File: config.mk
export PLATFORM = sky130hd
export DESIGN_NAME = sram_controller
export DESIGN_NICKNAME = d
export VERILOG_FILES = /design/src/rtl/sram_controller.sv
export SDC_FILE = /design/constraint.sdc
export NUM_CORES = 1
export LEC_CHECK = 0
export CORE_AREA = 2 2 70 52
export CTS_CLUSTER_DIAMETER = 200
export DETAILED_ROUTE_END_ITERATION = 8
export DIE_AREA = 0 0 72 54
export GPL_TIMING_DRIVEN = 1
export PLACE_DENSITY_LB_ADDON = 0.15
export SLEW_MARGIN = 20
export SYNTH_ARGS = -nofsm -noshare
export SYNTH_HDL_FRONTEND = slang
export SYNTH_SLANG_ARGS = --single-unit
File: constraint.sdc
create_clock -name Clock -period 1.95 [get_ports Clock]
set_input_delay 0.4875 -clock Clock [delete_from_list [all_inputs] [get_ports Clock]]
set_output_delay 0.4875 -clock Clock [all_outputs]
set_load 0.02 [all_outputs]
File: src/rtl/sram_controller.sv
// Single-port SRAM request/response controller: one request in flight, fixed ACCESS/CAPTURE timing.
// Optional address bounds checking is enabled by defining SRAM_CTRL_BOUNDS_CHECK_EN.
module sram_controller #(
  parameter int ADR  = 8,
  parameter int DAT  = 8,
  parameter int DPTH = 8
) (
  input  logic           Clock,
  input  logic           ResetN,
  input  logic           ReqValid,
  output logic           ReqReady,
  input  logic           ReqWrite,
  input  logic [ADR-1:0] ReqAddr,
  input  logic [DAT-1:0] ReqData,
  output logic           RspValid,
  input  logic           RspReady,
  output logic [DAT-1:0] RspData,
  output logic           RspErr,
  output logic [ADR-1:0] MemAddr,
  output logic [DAT-1:0] MemDataIn,
  input  logic [DAT-1:0] MemDataOut,
  output logic           MemChipSelect,
  output logic           MemWriteEnable,
  output logic           MemReadEnable
);

  typedef enum logic [1:0] {
    IDLE    = 2'd0,
    ACCESS  = 2'd1,
    CAPTURE = 2'd2,
    RESP    = 2'd3
  } state_t;

  state_t state;
  logic   req_write;
  logic   req_oor;
  logic   addr_oor;

  if (DPTH < 1) begin : g_bad_dpth
    $error("sram_controller: DPTH must be at least 1");
  end

`ifdef SRAM_CTRL_BOUNDS_CHECK_EN
  // Widen before comparing so DPTH values above 2**ADR never truncate.
  assign addr_oor = ({{(64-ADR){1'b0}}, ReqAddr} >= 64'(DPTH));
`else
  assign addr_oor = 1'b0;
`endif

  assign ReqReady = (state == IDLE);

  // NOTE: every register here uses non-blocking assignment so all state updates
  // on an edge see the pre-edge values; blocking here would create order races.
  always_ff @(posedge Clock or negedge ResetN) begin
    if (!ResetN) begin
      state          <= IDLE;
      req_write      <= 1'b0;
      req_oor        <= 1'b0;
      MemAddr        <= '0;
      MemDataIn      <= '0;
      MemChipSelect  <= 1'b0;
      MemWriteEnable <= 1'b0;
      MemReadEnable  <= 1'b0;
      RspValid       <= 1'b0;
      RspData        <= '0;
      RspErr         <= 1'b0;
    end else begin
      case (state)
        IDLE: begin
          if (ReqValid) begin
            req_write      <= ReqWrite;
            req_oor        <= addr_oor;
            MemAddr        <= ReqAddr;
            MemDataIn      <= ReqData;
            MemChipSelect  <= !addr_oor;
            MemWriteEnable <= ReqWrite && !addr_oor;
            MemReadEnable  <= !ReqWrite && !addr_oor;
            // An out-of-range write reports its error only while in ACCESS.
            RspErr         <= ReqWrite && addr_oor;
            state          <= ACCESS;
          end
        end
        ACCESS: begin
          MemChipSelect  <= 1'b0;
          MemWriteEnable <= 1'b0;
          MemReadEnable  <= 1'b0;
          RspErr         <= 1'b0;
          state          <= req_write ? IDLE : CAPTURE;
        end
        CAPTURE: begin
          RspData  <= req_oor ? '0 : MemDataOut;
          RspErr   <= req_oor;
          RspValid <= 1'b1;
          state    <= RESP;
        end
        RESP: begin
          if (RspReady) begin
            RspValid <= 1'b0;
            RspErr   <= 1'b0;
            state    <= IDLE;
          end
        end
        default: state <= IDLE;
      endcase
    end
  end

  a_we_re_exclusive: assert property (@(posedge Clock) disable iff (!ResetN)
    !(MemWriteEnable && MemReadEnable));

  a_strobe_in_access: assert property (@(posedge Clock) disable iff (!ResetN)
    (MemChipSelect || MemWriteEnable || MemReadEnable) |-> (state == ACCESS));

endmodule
==> out/results.ini, run 1 <==
[route]
final_antenna_net_count = 0
detail_route.wl_per_cell_um = 13.5
drc = 0
vias_per_cell = 4.68
drtPass1Iterations = 4
drt_wl_total_mm = 2.49
via_count = 862
first_iter_violations = 33

[sta]
fin_setup_tns_ns = 0
period_share = 0.900
fmax_ghz = 0.570
grt_setup_unrepaired = false
final.setup_skew_ns = 0.00384
setup_viol = 0
period_minus_slack_ns = 1.75
worst_slack_ns = 0.196
holdWs_ns = 0.444
finalMaxSlewViolations = 0
final-hold-violation-count = 0

[final_layout]
diodes = 0
fin_util = 0.582
areaGrowthSynthToFinish_pct = 57.4
nFillCells = 257
finalNonFillerCells = 184
largestRegisters = MemAddr: 8 flops, MemDataIn: 8 flops, RspData: 8 flops
drive_gt1_frac = 0.250
final_nets = 174

[logic_synthesis]
ys_ff_latch = 31
synth-seq-area-share = 0.633
synth_nets = 110
ys_warn_count = 0
synth_top_area_share = 0.633
syn_avg_cell_area_um2 = 15.1
ys_top_cells_by_area = dfrtp_1 63%, mux2_2 23%, buf_6 1.8%
netlist_area_um2 = 1220
syn_inst = 81
synth_largest_area_cell = dfrtp_1
synth.distinct_cells = 21

[place]
dp_hpwl_mm = 1.75
place_inst = 178
port_buffers = 57
place_ws_ns = 0.0679
place.gp.congestion = 0.687

[hold_path]
hold_depth = 1
min_path_type = reg -> reg

[worst_setup_path]
cp.depth = 1
worstPathArrival_ns = 1.27
r2r_cells = 4
setup.worst_path.start_class = flop
max_stage_delay_ns = 0.62
required_ns = 1.46
regToRegSetupSlack_ns = 0.52
critPathMaxFanout = 3
path_buf_inv = 1
critPathKind = reg -> out
cpMaxStageDelayCell = clkdlybuf4s50_1
worstSetupEndpointType = output pin
crit_chain = clkdlybuf4s50_1
critPathTopFamily = buffers and inverters

[pwr]
power_density_nw_per_um2 = 1690
leakage_uw = 0.000813
peakVddDrop_uv = 1010

[global_routing]
gr-total-overflow = 0
grtUsageTotal = 0.139
grt_max_degree = 32
grt_pass1_vias = 900
antenna_found_initial = 0
grt_pass1_wl_mm = 3.96

[clocking]
clock_latency_ns = 0.27
h-tree-depth = 2
cts_buffers = 5
clk_pin_slew_ns = 0.06
cts_max_path_buffers = 2
hold_buffers = 0
cts.sinks = 31
post_cts_buffers = 0
tritoncts = yes
postCtsResizedCells = 1
clock-root-buffer = clkbuf_8

[run]
cap_violations = 0

[status]
status = complete, no violations

[floorplan]
die_h_um = 54
dieArea_um2 = 3890
die_x_um = 72
ios = 59
core_area_um2 = 3310
initial_core_util = 0.370
num_rows = 18

[layout make-up]
type	count	area, um^2	share of cell area
Tap cell	40	50.0	0.0260
Inverter	1	3.75	0.00195
Sequential cell	31	776	0.402
Timing Repair Buffer	62	619	0.321
Clock buffer	6	72.6	0.0376
Multi-Input combinational cell	44	407	0.211
[synthesized netlist by cell type, drive strengths merged]
master	n
a211o	1
a21o	1
a221o	1
and2	2
buf	4
clkbuf	1
conb	1
dfrtp	31
inv	1
mux2	25
nand2	2
nor2	3
nor2b	2
nor3b	1
nor4b	1
o21a	1
o22ai	1
o2bb2ai	1
or2b	1
[worst paths after layout]
path | start | to
worst max-delay path | MemReadEnable | MemReadEnable
worst min register to register | req_write | flop
min in group asynchronous | ResetN | MemAddr[4]
worst min-delay path | req_write | flop
worst max register to register | flop | MemDataIn[4]
max in group asynchronous | ResetN | MemAddr[5]
[logic make-up (layout without fill, tap and decap cells)]
family	after synthesis	in the layout	share of synthesized area
AO/OA/AOI/OAI	6	6	0.0398
buffers and inverters	6	69	0.0347
flip-flops	31	31	0.633
multiplexers	25	25	0.230
other	1	1	0.00306
AND/OR/NAND/NOR	12	12	0.0592
[power breakdown]
group / internal [uW] / switching, uW / total, uW
registers: 970 / 174 / 1140
logic: 930 / 736 / 1670
clock network: 237 / 212 / 449
total: 2140 / 1120 / 3260
[layer usage]
metal  vias to the layer above  routed length, um  global-route usage
met5                         -                  0                   0
li1                        403                  -                   -
met3                         2                230              0.0749
met1                       420               1110               0.174
met4                         0                 12              0.0535
met2                        37               1140               0.204
[placed cells by master (no fill, tap or decap)]
cell | Yosys | layout
nor2_1 | 3 | 3
clkbuf_8 | 0 | 5
inv_1 | 1 | 1
dfrtp_1 | 31 | 31
o2bb2ai_1 | 1 | 1
or2b_1 | 1 | 1
o21a_1 | 1 | 1
dlygate4sd2_1 | 0 | 1
nor3b_2 | 1 | 1
clkbuf_1 | 1 | 1
nor4b_1 | 1 | 1
mux2_2 | 25 | 25
a211o_1 | 1 | 1
and2_1 | 2 | 2
a21o_1 | 1 | 1
clkdlybuf4s50_1 | 0 | 56
nor2b_1 | 2 | 2
buf_12 | 0 | 1
a221o_1 | 1 | 1
nand2_1 | 2 | 2
conb_1 | 1 | 1
o22ai_1 | 1 | 1
buf_4 | 1 | 4
[per-stage QoR]
stage / cell area, um^2 / power, uW
after floorplan: 1220 / 2050
after global placement: 1860 / 2820
after detailed placement: 1860 / 2850
after CTS: 1930 / 3300
after global routing: 1930 / 3450
final: 1930 / 3260
Note: power is estimated with default switching activity, not from simulation.
==> run 2, diff against run 1 <==
CAP_MARGIN = 20   (was not set)
MAX_ROUTING_LAYER = met4   (was not set)
==> run 2 against run 1 <==
Compared with the run above:
- combinational power about the same
- critical path depth unchanged
- highest routed layer unchanged
- clock-buffer cell count is the same
- clock power is essentially flat
- first-iteration DRC count stayed put
- critical endpoint unchanged
- sequential cell count unchanged
- cell count unchanged
- non-clock buffer count unchanged
- die area unchanged
==> out/results.ini, run 2 (synthesized netlist as in run 1, its figures left out) <==
[status]
status = complete, no violations

[run]
cap_violations = 0

[worst_setup_path]
worstSetupEndpointType = output pin
setup.worst_path.start_class = flop
critPathMaxFanout = 3
critPathTopFamily = buffers and inverters
regToRegSetupSlack_ns = 0.52
required_ns = 1.46
crit_chain = clkdlybuf4s50_1
crit_start = MemReadEnable
max_stage_delay_ns = 0.62
path_buf_inv = 1
critPathKind = reg -> out
cpMaxStageDelayCell = clkdlybuf4s50_1
worstPathArrival_ns = 1.27

[final_layout]
areaGrowthSynthToFinish_pct = 57.4
drive_gt1_frac = 0.250
final_nets = 174
final_area_um2 = 1930
finalNonFillerCells = 184
nFillCells = 257
seqCellArea_um2 = 776
largestRegisters = MemAddr: 8 flops, MemDataIn: 8 flops, RspData: 8 flops
multi_input_area_um2 = 407
layout_common_cells = 56 x clkdlybuf4s50_1, 31 x dfrtp_1, 25 x mux2_2, 5 x clkbuf_8, 4 x buf_4
diodes = 0
layout_commonest_cell = clkdlybuf4s50_1

[pwr]
peakVddDrop_uv = 1010
p_seq_frac = 0.351
leakage_uw = 0.000813
power_density_nw_per_um2 = 1690
pwr-share-comb = 0.511
intPower_uw = 2140
p_sw_uw = 1120
clockPowerShare = 0.138
swShare = 0.344

[route]
first_iter_violations = 33
detail_route.wl_per_cell_um = 13.5
via_count = 860
drtPass1Iterations = 4
final_antenna_net_count = 0
drt_wl_total_mm = 2.48
drc = 0
vias_per_cell = 4.67

[floorplan]
initial_core_util = 0.370
core_area_um2 = 3310
die_h_um = 54
dieArea_um2 = 3890
num_rows = 18
ios = 59
die_x_um = 72

[sta]
setup_viol = 0
period_minus_slack_ns = 1.75
final.setup_skew_ns = 0.00384
finalMaxSlewViolations = 0
worst_slack_ns = 0.196
fmax_ghz = 0.570
fin_setup_tns_ns = 0
period_share = 0.900
final-hold-violation-count = 0
grt_setup_unrepaired = false

[place]
place.gp.congestion = 0.694
place_inst = 178
place_ws_ns = 0.0679
dp_hpwl_mm = 1.75
port_buffers = 57
place_area_um2 = 1860

[hold_path]
min_path_type = reg -> reg
min-delay-start = req_write

[clocking]
clock_latency_ns = 0.27
cts_buffers = 5
cts_max_path_buffers = 2
hold_buffers = 0
clk_pin_slew_ns = 0.06
cts.sinks = 31
h-tree-depth = 2
tritoncts = yes
clock-root-buffer = clkbuf_8

[global_routing]
grt_pass1_wl_mm = 3.96
gr-usage-met1 = 0.176
antenna_found_initial = 0
grt_pass1_vias = 900
top_usage_layer = met2
grtUsageMet2 = 0.204
grt_use_met3 = 0.0712
grt_max_degree = 32
gr-total-overflow = 0
grtUsageTotal = 0.143

[run 2: timing repair]
item	CTS	global route
setup buffers	0	0
resized for setup	1	0
endpoints found under the setup margin	1	0
[run 2: layer usage]
layer	vias up	part of all wire	routed length, um
met5	-	0	0
met4	0	0.0048	12
met3	2	0.088	218
met2	37	0.46	1130
met1	418	0.45	1110
li1	403	-	-
[run 2: through the flow]
| step | power (uW) | util | hold slack, ns |
|---|---|---|---|
| floorplan | 2050 | - | 0.192 |
| global placement | 2820 | 0.561 | 0.429 |
| detailed placement | 2850 | 0.561 | 0.442 |
| CTS | 3300 | 0.582 | 0.452 |
| global route | 3450 | 0.582 | 0.475 |
| finish | 3260 | 0.582 | 0.444 |
[run 2: final timing paths]
check                      cells past startpoint            end
min                                            1           flop
max reg2reg                                    4     MemAddr[4]
min reg2reg                                    1           flop
max in group asynchronous                      2     MemAddr[5]
max                                            1  MemReadEnable
min in group asynchronous                      2     MemAddr[4]
[run 2: power by group through the flow]
stage,clock (uW),combinational [uW],sequential [uW]
finish,449,1670,1140
global route,491,1760,1190
CTS,466,1690,1150
detailed placement,0,1690,1160
global placement,0,1660,1150
floorplan,0,546,1510
[run 2: final cells by class]
class | count | share of cell area
sequential | 31 | 0.402
timing repair buffer | 62 | 0.321
multi-input combinational | 44 | 0.211
clock buffer | 6 | 0.0376
tap | 40 | 0.0260
inverter | 1 | 0.00195
[run 2: worst register-to-register path, cell delays in order (launching register included)]
cell	delay [ns]
dfrtp_1	0.37
buf_4	0.17
nor3b_2	0.23
buf_12	0.19
mux2_2	0.35
==> run 3, diff against run 2 <==
CORE_AREA = 2 2 58 43   (was 2 2 70 52)
DIE_AREA = 0 0 60 45   (was 0 0 72 54)
DONT_BUFFER_PORTS = 1   (was not set)
==> run 3 against run 2 <==
Compared with the run above:
- clock power down 30%
- combinational power down 65%
- cell count down 36%
==> out/results.ini, run 3 (synthesized netlist as in run 1, its figures left out) <==
[status]
status = complete, no violations

[pwr]
peakVddDrop_uv = 838
power_density_nw_per_um2 = 1880
leakage_uw = 0.000572

[worst_setup_path]
setup.worst_path.start_class = flop
r2r_cells = 3
critPathTopFamily = flip-flops
required_ns = 1.46
cpMaxStageDelayCell = dfrtp_1
regToRegSetupSlack_ns = 0.50
max_stage_delay_ns = 0.50
worstSetupEndpointType = output pin
critPathKind = reg -> out
crit_chain = nor2_1
critPathMaxFanout = 12
worstPathArrival_ns = 1.17
reg2reg_to = MemDataIn[0]
path_buf_inv = 0

[clocking]
clock-root-buffer = clkbuf_4
clock_latency_ns = 0.31
postCtsResizedCells = 0
post_cts_buffers = 0
tritoncts = yes
cts_max_path_buffers = 2
cts.sinks = 31
h-tree-depth = 2
clk_pin_slew_ns = 0.08
cts_buffers = 5

[route]
drtPass1Iterations = 2
via_count = 635
vias_per_cell = 5.38
drt_wl_total_mm = 1.88
detail_route.wl_per_cell_um = 15.9
final_antenna_net_count = 0
first_iter_violations = 27
drc = 0

[global_routing]
grt_pass1_vias = 671
gr-total-overflow = 0
grtUsageTotal = 0.169
antenna_found_initial = 0
grt_pass1_wl_mm = 3.08
grt_max_degree = 32

[final_layout]
multi_input_area_um2 = 407
nFillCells = 154
layout_common_cells = 31 x dfrtp_1, 25 x mux2_2, 5 x clkbuf_4, 3 x nor2_1
drive_gt1_frac = 0.395
layout_commonest_cell = dfrtp_1
seqCellArea_um2 = 776
largestRegisters = MemAddr: 8 flops, MemDataIn: 8 flops, RspData: 8 flops
final_nets = 116
diodes = 0
areaGrowthSynthToFinish_pct = 7.15

[sta]
fin_setup_tns_ns = 0
setup_viol = 0
holdWs_ns = 0.261
period_share = 0.851
final.setup_skew_ns = 0.00526
grt_setup_unrepaired = false
final-hold-violation-count = 0
finalMaxSlewViolations = 0
fmax_ghz = 0.603
period_minus_slack_ns = 1.66

[floorplan]
ios = 59
core_area_um2 = 2120
dieArea_um2 = 2700
num_rows = 14
die_x_um = 60
initial_core_util = 0.578
die_h_um = 45

[place]
place.gp.congestion = 0.664
dp_hpwl_mm = 1.33
port_buffers = 0

[hold_path]
min-delay-start = RspReady
hold_depth = 1
min_path_type = in -> reg
whs_endpoint = state[0]

[run]
cap_violations = 0

## run 3: worst max-delay path by stage
stage                            end  slack [ns]      from  depth (start not counted)
after CTS                   ReqReady        0.27      flop                          1
after global placement     req_write        0.56      flop                          3
after detailed placement  MemAddr[4]        0.51      flop                          3
after floorplan           MemAddr[0]        0.58  ReqValid                          4
after global routing        ReqReady        0.17      flop                          1
final                       ReqReady        0.29      flop                          1
## run 3: stage by stage
| step | setup WS [ns] | power (uW) | util | cell area, um^2 | std cells |
|---|---|---|---|---|---|
| 5_1_grt | 0.174 | 2640 | 0.619 | 1310 | 118 |
| 3_5_place_dp | 0.510 | 2160 | 0.586 | 1240 | 110 |
| 4_1_cts | 0.267 | 2500 | 0.619 | 1310 | 118 |
| 3_3_place_gp | 0.562 | 2130 | 0.586 | 1240 | 110 |
| 6_report | 0.291 | 2460 | 0.619 | 1310 | 118 |
| 2_1_floorplan | 0.581 | 2050 | - | 1220 | 81 |
## run 3: power by group
part           leakage, uW  switching [uW]  total [uW]  internal (uW)
clock network    0.0000242             185         313            128
logic             0.000179             214         585            371
registers         0.000369             600        1570            966
total             0.000572            1000        2460           1460
## run 3: final cells by class
type | count | share of cell area
well taps | 32 | 0.0305
repair buffers | 4 | 0.0343
flip-flops and latches | 31 | 0.591
inverters | 1 | 0.00286
clock buffers | 6 | 0.0315
multi-input cells | 44 | 0.310
## run 3: layer usage
layer  share of wire  up-vias  GRT usage  wire [um]
met2            0.46       35      0.233        874
met5               0        -          -          0
met3           0.098        0      0.100        185
met1            0.44      312      0.208        823
met4               0        0     0.0533          0
li1                -      288          -          -
## run 3: repair_timing
action	in CTS	in global routing
hold buffers	2	0
endpoints found under the setup margin	0	0
hold endpoints to repair	31	0
